**config.mk**
```make
export PLATFORM = sky130hd
export DESIGN_NAME = video_timing_ctrl_flat
export DESIGN_NICKNAME = d
export VERILOG_FILES = /design/src/rtl/video_timing_ctrl_if.sv /design/src/rtl/video_timing_ctrl.sv /design/src/flat_wrapper.sv
export SDC_FILE = /design/constraint.sdc
export NUM_CORES = 1
export LEC_CHECK = 0
export ABC_AREA = 1
export CAP_MARGIN = 5
export CORE_MARGIN = 2
export CORE_UTILIZATION = 50
export DETAILED_ROUTE_END_ITERATION = 6
export HOLD_SLACK_MARGIN = 0.15
export PLACE_DENSITY = 0.85
export SLEW_MARGIN = 20
export SYNTH_ARGS = -nofsm -noshare
export SYNTH_HDL_FRONTEND = slang
export SYNTH_SLANG_ARGS = --single-unit
```
**constraint.sdc**
```tcl
create_clock -name clk_pix -period 3.56 [get_ports clk_pix]
set_clock_uncertainty 0.2 [all_clocks]
set_input_delay 0.712 -clock clk_pix [delete_from_list [all_inputs] [get_ports clk_pix]]
set_output_delay 0.712 -clock clk_pix [all_outputs]
set_load 0.02 [all_outputs]
```
**src/rtl/video_timing_ctrl_if.sv**
```systemverilog
// Pixel fetch bus between the timing controller (master) and the pixel source (slave).
// The master requests (fetch_x, fetch_y); the source answers on r_in/g_in/b_in a fixed lead later.
interface video_timing_ctrl_if;
    logic        fetch;
    logic [11:0] fetch_x;
    logic [10:0] fetch_y;
    logic [7:0]  r_in;
    logic [7:0]  g_in;
    logic [7:0]  b_in;

    modport master (
        output fetch,
        output fetch_x,
        output fetch_y,
        input  r_in,
        input  g_in,
        input  b_in
    );

    modport slave (
        input  fetch,
        input  fetch_x,
        input  fetch_y,
        output r_in,
        output g_in,
        output b_in
    );
endinterface

```
**src/rtl/video_timing_ctrl.sv**
```systemverilog
// Video timing controller: raster counters, early pixel fetch, and re-aligned de/sync/rgb outputs.
// Build option VTC_TESTPAT_EN adds a per-frame selectable 8-bar colour test pattern.
module video_timing_ctrl #(
    parameter int unsigned H_ACTIVE   = 640,
    parameter int unsigned H_FP       = 16,
    parameter int unsigned H_SYNC     = 96,
    parameter int unsigned H_BP       = 48,
    parameter int unsigned V_ACTIVE   = 480,
    parameter int unsigned V_FP       = 10,
    parameter int unsigned V_SYNC     = 2,
    parameter int unsigned V_BP       = 33,
    parameter bit          H_POL      = 1'b0,
    parameter bit          V_POL      = 1'b0,
    parameter int unsigned FETCH_LEAD = 2
) (
    input  logic                       clk_pix,
    input  logic                       reset,
    input  logic                       enable,
`ifdef VTC_TESTPAT_EN
    input  logic                       testpat,
`endif
    video_timing_ctrl_if.master        pix,
    output logic [7:0]                 r,
    output logic [7:0]                 g,
    output logic [7:0]                 b,
    output logic                       de,
    output logic                       hsync,
    output logic                       vsync,
    output logic                       frame_start,
    output logic                       line_start,
    output logic                       busy
);

    localparam int unsigned H_TOTAL = H_ACTIVE + H_FP + H_SYNC + H_BP;
    localparam int unsigned V_TOTAL = V_ACTIVE + V_FP + V_SYNC + V_BP;
    localparam int unsigned BAR_W   = (H_ACTIVE >= 8) ? H_ACTIVE / 8 : 1;

    localparam logic [11:0] H_LAST = 12'(H_TOTAL - 1);
    localparam logic [11:0] H_ACT  = 12'(H_ACTIVE);
    localparam logic [11:0] HS_BEG = 12'(H_ACTIVE + H_FP);
    localparam logic [11:0] HS_END = 12'(H_ACTIVE + H_FP + H_SYNC);
    localparam logic [10:0] V_LAST = 11'(V_TOTAL - 1);
    localparam logic [10:0] V_ACT  = 11'(V_ACTIVE);
    localparam logic [10:0] VS_BEG = 11'(V_ACTIVE + V_FP);
    localparam logic [10:0] VS_END = 11'(V_ACTIVE + V_FP + V_SYNC);

    typedef enum logic [0:0] {StIdle, StRun} state_t;

    // Per-position flags in asserted sense; polarity is applied only at the output register.
    typedef struct packed {
        logic       de;
        logic       hs;
        logic       vs;
        logic       fs;
        logic       ls;
        logic       tp;
        logic [2:0] bar;
    } flags_t;

    state_t      state_q;
    logic [11:0] h_q;
    logic [10:0] v_q;
    flags_t      pipe_q [FETCH_LEAD+1];

    logic        at_origin;
    logic        run;
    logic        h_wrap;
    logic        v_wrap;
    logic        tp_cur;
    logic [2:0]  bar;
    flags_t      cur;
    flags_t      out_f;

`ifdef VTC_TESTPAT_EN
    logic testpat_q;
    // The frame's first position must already see the newly sampled request.
    assign tp_cur = at_origin ? testpat : testpat_q;
`else
    assign tp_cur = 1'b0;
`endif

    assign out_f = pipe_q[FETCH_LEAD];

    always_comb begin
        bar = 3'd0;
        for (int unsigned i = 1; i < 8; i++) begin
            if (h_q >= 12'(i * BAR_W)) bar = 3'(i);
        end
    end

    // h_q/v_q hold the position fetched on the next running edge; (0,0) is the frame boundary
    // where enable decides between starting/continuing and dropping to idle.
    always_comb begin
        at_origin = (h_q == 12'd0) && (v_q == 11'd0);
        run       = enable || ((state_q == StRun) && !at_origin);
        h_wrap    = (h_q == H_LAST);
        v_wrap    = (v_q == V_LAST);
        cur       = '0;
        if (run) begin
            cur.de  = (h_q < H_ACT) && (v_q < V_ACT);
            cur.hs  = (h_q >= HS_BEG) && (h_q < HS_END);
            cur.vs  = (v_q >= VS_BEG) && (v_q < VS_END);
            cur.fs  = cur.de && at_origin;
            cur.ls  = cur.de && (h_q == 12'd0);
            cur.tp  = tp_cur;
            cur.bar = bar;
        end
    end

    always_ff @(posedge clk_pix or posedge reset) begin
        if (reset) begin
            state_q     <= StIdle;
            busy        <= 1'b0;
            h_q         <= 12'd0;
            v_q         <= 11'd0;
`ifdef VTC_TESTPAT_EN
            testpat_q   <= 1'b0;
`endif
            pix.fetch   <= 1'b0;
            pix.fetch_x <= 12'd0;
            pix.fetch_y <= 11'd0;
            for (int unsigned i = 0; i <= FETCH_LEAD; i++) pipe_q[i] <= '0;
            de          <= 1'b0;
            hsync       <= ~H_POL;
            vsync       <= ~V_POL;
            frame_start <= 1'b0;
            line_start  <= 1'b0;
            r           <= 8'd0;
            g           <= 8'd0;
            b           <= 8'd0;
        end else begin
            state_q <= run ? StRun : StIdle;
            busy    <= run;

            if (run) begin
                h_q <= h_wrap ? 12'd0 : h_q + 12'd1;
                if (h_wrap) v_q <= v_wrap ? 11'd0 : v_q + 11'd1;
            end
`ifdef VTC_TESTPAT_EN
            if (run && at_origin) testpat_q <= testpat;
`endif

            pix.fetch   <= cur.de && !cur.tp;
            pix.fetch_x <= (cur.de && !cur.tp) ? h_q : 12'd0;
            pix.fetch_y <= (cur.de && !cur.tp) ? v_q : 11'd0;

            pipe_q[0] <= cur;
            for (int unsigned i = 1; i <= FETCH_LEAD; i++) pipe_q[i] <= pipe_q[i-1];

            de          <= out_f.de;
            hsync       <= out_f.hs ? H_POL : ~H_POL;
            vsync       <= out_f.vs ? V_POL : ~V_POL;
            frame_start <= out_f.fs;
            line_start  <= out_f.ls;

            // Bar colour bits: red on bars 0,1,4,5; green on 0..3; blue on even bars.
            if (!out_f.de) begin
                r <= 8'd0;
                g <= 8'd0;
                b <= 8'd0;
            end else if (out_f.tp) begin
                r <= {8{~out_f.bar[1]}};
                g <= {8{~out_f.bar[2]}};
                b <= {8{~out_f.bar[0]}};
            end else begin
                r <= pix.r_in;
                g <= pix.g_in;
                b <= pix.b_in;
            end
        end
    end

endmodule

```
**src/flat_wrapper.sv**
```systemverilog
// flat-port wrapper written by rule: the top's interface ports become plain ports
module video_timing_ctrl_flat 
#(
    parameter int unsigned H_ACTIVE   = 640,
    parameter int unsigned H_FP       = 16,
    parameter int unsigned H_SYNC     = 96,
    parameter int unsigned H_BP       = 48,
    parameter int unsigned V_ACTIVE   = 480,
    parameter int unsigned V_FP       = 10,
    parameter int unsigned V_SYNC     = 2,
    parameter int unsigned V_BP       = 33,
    parameter bit          H_POL      = 1'b0,
    parameter bit          V_POL      = 1'b0,
    parameter int unsigned FETCH_LEAD = 2
)
  (clk_pix, reset, enable, r, g, b, de, hsync, vsync, frame_start, line_start, busy, pix_fetch, pix_fetch_x, pix_fetch_y, pix_r_in, pix_g_in, pix_b_in);
  video_timing_ctrl_if pix_i ();
  input  logic clk_pix;
  input  logic reset;
  input  logic enable;
  output logic [7:0] r;
  output logic [7:0] g;
  output logic [7:0] b;
  output logic de;
  output logic hsync;
  output logic vsync;
  output logic frame_start;
  output logic line_start;
  output logic busy;
  output wire logic [$bits(pix_i.fetch)-1:0] pix_fetch;
  output wire logic [$bits(pix_i.fetch_x)-1:0] pix_fetch_x;
  output wire logic [$bits(pix_i.fetch_y)-1:0] pix_fetch_y;
  input wire logic [$bits(pix_i.r_in)-1:0] pix_r_in;
  input wire logic [$bits(pix_i.g_in)-1:0] pix_g_in;
  input wire logic [$bits(pix_i.b_in)-1:0] pix_b_in;
  assign pix_fetch = pix_i.fetch;
  assign pix_fetch_x = pix_i.fetch_x;
  assign pix_fetch_y = pix_i.fetch_y;
  assign pix_i.r_in = pix_r_in;
  assign pix_i.g_in = pix_g_in;
  assign pix_i.b_in = pix_b_in;
  video_timing_ctrl #(.H_ACTIVE(H_ACTIVE), .H_FP(H_FP), .H_SYNC(H_SYNC), .H_BP(H_BP), .V_ACTIVE(V_ACTIVE), .V_FP(V_FP), .V_SYNC(V_SYNC), .V_BP(V_BP), .H_POL(H_POL), .V_POL(V_POL), .FETCH_LEAD(FETCH_LEAD)) u_core (.clk_pix(clk_pix), .reset(reset), .enable(enable), .pix(pix_i), .r(r), .g(g), .b(b), .de(de), .hsync(hsync), .vsync(vsync), .frame_start(frame_start), .line_start(line_start), .busy(busy));
endmodule
```
==> flow_results.xml <==
<?xml version="1.0" encoding="UTF-8"?>
<metrics>
  <group name="pwr">
    <metric name="net-switching-power" unit="uW">855</metric>
    <metric name="ir_drop" unit="mV">0.239</metric>
    <metric name="power_switching_share" unit="%">33.2</metric>
    <metric name="internal_power" unit="mW">1.72</metric>
    <metric name="comb_power_share" unit="%">26.7</metric>
    <metric name="power.clock.fraction" unit="%">22.8</metric>
    <metric name="total_leakage_power" unit="nW">2.51</metric>
    <metric name="power_density" unit="nW/um^2">540</metric>
    <metric name="seq_power_share" unit="%">50.4</metric>
  </group>
  <group name="min_path">
    <metric name="timing.hold.worst.class" unit="">reg2reg</metric>
  </group>
  <group name="sta">
    <metric name="fmax" unit="GHz">0.414</metric>
    <metric name="slew_violations" unit="">0</metric>
    <metric name="worst_slew_margin_rel" unit="%">46.8</metric>
    <metric name="period_utilization_post_route" unit="%">67.9</metric>
    <metric name="final.setup.tns" unit="ns">0</metric>
    <metric name="unrepaired_setup_endpoints_after_global_routing" unit="">no</metric>
    <metric name="holdWs" unit="ns">0.154</metric>
    <metric name="worstMarginPinSlew" unit="ns">0.798</metric>
    <metric name="hold_viol_final" unit="">0</metric>
    <metric name="finalCriticalPeriod" unit="ns">2.42</metric>
    <metric name="finalSetupViolCount" unit="">0</metric>
  </group>
  <group name="setup_path">
    <metric name="worstSetupStartpointType" unit="">flip-flop</metric>
    <metric name="worst_setup_path_end_kind" unit="">flip-flop</metric>
    <metric name="cp.arrival" unit="ns">2.44</metric>
    <metric name="crit_path_end" unit="">u_core.pipe_q[26]$_DFF_PP0_</metric>
    <metric name="r2r_slack" unit="ns">1.14</metric>
    <metric name="worstPathRequired" unit="ns">3.58</metric>
    <metric name="cp-startpoint" unit="">u_core.v_q[0]$_DFFE_PP0P_</metric>
    <metric name="worst_r2r_endpoint" unit="">u_core.pipe_q[26]$_DFF_PP0_</metric>
    <metric name="crit-reg2reg-launch" unit="">u_core.v_q[0]$_DFFE_PP0P_</metric>
    <metric name="crit_path_max_fanout" unit="">33</metric>
    <metric name="cell_depth_of_the_worst_flop_to_flop_path" unit="">11</metric>
    <metric name="worst-setup-path-type" unit="">reg2reg</metric>
  </group>
  <group name="routing">
    <metric name="routed_wire_length_per_instance" unit="um">13.9</metric>
    <metric name="drtPass1Iterations" unit="">5</metric>
    <metric name="detail_route.vias_per_cell" unit="">4.84</metric>
    <metric name="vias" unit="">2866</metric>
    <metric name="drt_wl_total" unit="um">8200</metric>
    <metric name="dr.first_iter.drc_count" unit="">225</metric>
    <metric name="detail-route-antenna-nets" unit="">0</metric>
    <metric name="drc" unit="">0</metric>
  </group>
  <group name="final_layout">
    <metric name="num_antenna_cells" unit="">0</metric>
    <metric name="layout-drive-gt1-share" unit="%">6.90</metric>
    <metric name="fill_cells" unit="">520</metric>
    <metric name="finalNetCount" unit="">519</metric>
    <metric name="layout-area-overhead-vs-synth" unit="%">27.2</metric>
    <metric name="utilization" unit="%">65.8</metric>
    <metric name="finish.instance_area" unit="um^2">4770</metric>
    <metric name="layout.area.seq" unit="um^2">2280</metric>
    <metric name="final_cell_count_no_fill" unit="">592</metric>
    <metric name="multiInputGateArea" unit="um^2">1130</metric>
  </group>
  <group name="die">
    <metric name="std_cell_rows" unit="">31</metric>
    <metric name="design.die.area" unit="um^2">8210</metric>
    <metric name="initial_util" unit="%">51.7</metric>
    <metric name="die_h" unit="um">90.6</metric>
    <metric name="die_width" unit="um">90.6</metric>
    <metric name="fp.coreArea" unit="um^2">7250</metric>
    <metric name="io_pins" unit="">81</metric>
  </group>
  <group name="clock_tree">
    <metric name="hold_buffers" unit="">0</metric>
    <metric name="clk-insertion-delay-late" unit="ns">0.35</metric>
    <metric name="cts_sinks" unit="">91</metric>
    <metric name="cts_repair_resize_count" unit="">0</metric>
    <metric name="cts_root_buffer" unit="">clkbuf_8</metric>
    <metric name="clk_transition_reported_paths" unit="ns">0.09</metric>
    <metric name="clockBufferDepth" unit="">2</metric>
    <metric name="cts_made_buffers" unit="">9</metric>
    <metric name="clock_tree.htree_level_count" unit="">3</metric>
    <metric name="clock_tree_from_tritoncts" unit="">built</metric>
    <metric name="buffer_count_from_post_cts_setup_fixing" unit="">0</metric>
  </group>
  <group name="global_route">
    <metric name="antenna_found_initial" unit="">0</metric>
    <metric name="first_pass_grt_wire_length" unit="um">13900</metric>
    <metric name="global_route.usage.total" unit="%">21.8</metric>
    <metric name="first_global_vias" unit="">2781</metric>
    <metric name="grt_max_degree" unit="">64</metric>
    <metric name="grt_use_met2" unit="%">35.8</metric>
    <metric name="grt.met1_usage" unit="%">27.7</metric>
    <metric name="met3_resource_use_gr" unit="%">5.34</metric>
    <metric name="globalRoute.busiestLayer" unit="">met2</metric>
    <metric name="globalRoute.totalOverflow" unit="">0</metric>
  </group>
  <group name="synth">
    <metric name="postSynthRegisterBits" unit="">91</metric>
    <metric name="synth_seq_area_share" unit="%">60.8</metric>
    <metric name="post_synth_instance_area" unit="um^2">3750</metric>
    <metric name="yosys.cell_types.count" unit="">32</metric>
    <metric name="syn-instance-count" unit="">403</metric>
    <metric name="syn_avg_cell_area" unit="um^2">9.30</metric>
    <metric name="synth.yosys.warnings" unit="">0</metric>
  </group>
  <group name="placed_design">
    <metric name="portBuffers" unit="">80</metric>
    <metric name="placed_cells_incl_taps" unit="">576</metric>
    <metric name="dpl-instance-area" unit="um^2">4610</metric>
    <metric name="place_congestion" unit="">0.912</metric>
    <metric name="hpwlAfterDp" unit="um">5790</metric>
  </group>
  <group name="flow_run">
    <metric name="maxCapViolCount" unit="">0</metric>
  </group>
  <group name="outcome">
    <metric name="outcome" unit="">completed</metric>
  </group>
</metrics>
-- worst min path at each step --
stage | endpoint | slack, ns | depth (start not counted) | startpoint
2_1_floorplan | u_core.frame_start$_DFF_PP0_ | 0.13 | 0 | u_core.out_f[5]$_DFF_PP0_
3_3_place_gp | u_core.pipe_q[15]$_DFF_PP0_ | 0.13 | 0 | u_core.pipe_q[24]$_DFF_PP0_
3_5_place_dp | u_core.pipe_q[16]$_DFF_PP0_ | 0.14 | 0 | u_core.pipe_q[25]$_DFF_PP0_
4_1_cts | u_core.out_f[7]$_DFF_PP0_ | 0.16 | 0 | u_core.pipe_q[16]$_DFF_PP0_
5_1_grt | u_core.pipe_q[14]$_DFF_PP0_ | 0.16 | 0 | u_core.pipe_q[23]$_DFF_PP0_
6_report | u_core.out_f[7]$_DFF_PP0_ | 0.15 | 0 | u_core.pipe_q[16]$_DFF_PP0_
-- through the flow --
step / setup slack [ns] / total power [mW]
2_1_floorplan: 0.288 / 1.72
3_3_place_gp: 1.19 / 1.97
3_5_place_dp: 1.10 / 2.01
4_1_cts: 1.12 / 2.59
5_1_grt: 0.923 / 2.72
6_report: 1.14 / 2.58
-- metal layers --
layer,vias up,part of all wire (%)
met5,-,0
met4,0,1.7
met3,14,7.0
met2,129,49
met1,1344,42
li1,1379,-
-- power by group through the flow --
stage / clock [mW] / combinational (mW) / sequential [mW]
5_1_grt: 0.637 / 0.761 / 1.32
3_5_place_dp: 0 / 0.691 / 1.32
2_1_floorplan: 0 / 0.328 / 1.39
3_3_place_gp: 0 / 0.665 / 1.30
6_report: 0.588 / 0.689 / 1.30
4_1_cts: 0.597 / 0.694 / 1.30
-- layout make-up --
type | count | area share [%]
clock buffer | 13 | 2.91
clock inverter | 3 | 0.367
inverter | 69 | 5.46
multi-input combinational | 236 | 23.7
sequential | 91 | 47.8
tap | 99 | 2.60
timing repair buffer | 81 | 17.2
-- cell usage in the layout, fill, tap and decap left out, types with 2 or more instances in the layout --
cell type	Yosys	final
o21ai_2	4	4
conb_1	1	4
nor2_1	42	42
dfstp_2	2	2
clkdlybuf4s50_1	0	80
clkbuf_8	1	9
xor2_1	8	8
nand4_1	3	3
nand3_1	31	31
ha_1	4	4
nand2_2	4	4
o21ai_0	4	4
nor3_1	8	8
inv_2	4	4
clkinv_2	0	3
and3_1	3	3
nand2_1	110	110
inv_1	65	64
nor2_2	2	2
clkbuf_1	2	4
dfrtp_1	89	89
-- synth_stat cells (all sizes together) --
cell    count  area (um^2)
ha          4         50.1
o21ai       8         55.1
inv        69          259
nand3      31          155
nor4        1         21.3
a21boi      1         7.51
o21bai      1         7.51
conb        1         3.75
clkbuf      3         21.3
nand2     115          449
nor3        9         56.3
buf         7         71.3
xor2        8         70.1
nand4       3         18.8
dfstp       2         52.6
nor2       44          170
dfrtp      89         2230
a21oi       2         21.3
a31oi       1         6.26
nand3b      1         7.51
and3        3         18.8
-- state kept, by name, indices dropped and copies added, names as in the netlist, 5 cells and up --
register	cells
u_core.out_f	5
u_core.pipe_q	10
u_core.v_q	11
u_core.r	8
u_core.pix.fetch_x	12
u_core.g	8
u_core.pix.fetch_y	11
u_core.h_q	12
u_core.b	8
-- worst max-delay path, stage by stage (launching register included) --
cell and delay [ns]:
dfrtp_1 0.44, inv_1 0.11, ha_1 0.19, inv_1 0.05, nor2_1 0.11, nand3_1 0.09, nor2_1 0.18, nand2_2 0.12
nand2_2 0.09, nand2_4 0.21, nand2_2 0.38, inv_1 0.10
-- cell families (layout without fill, tap and decap cells) --
group	count (synthesis)	after routing	share of synthesized area, %
xor gates and xnor gates	8	8	1.87
AOI/OAI and AO/OA	13	13	2.60
and+or+nand+nor	207	207	23.9
adders and majority gates	4	4	1.33
buffers and inverters	79	166	9.38
DFF	91	91	60.8
other	1	4	0.100
Note: power is estimated with default switching activity, not from simulation.
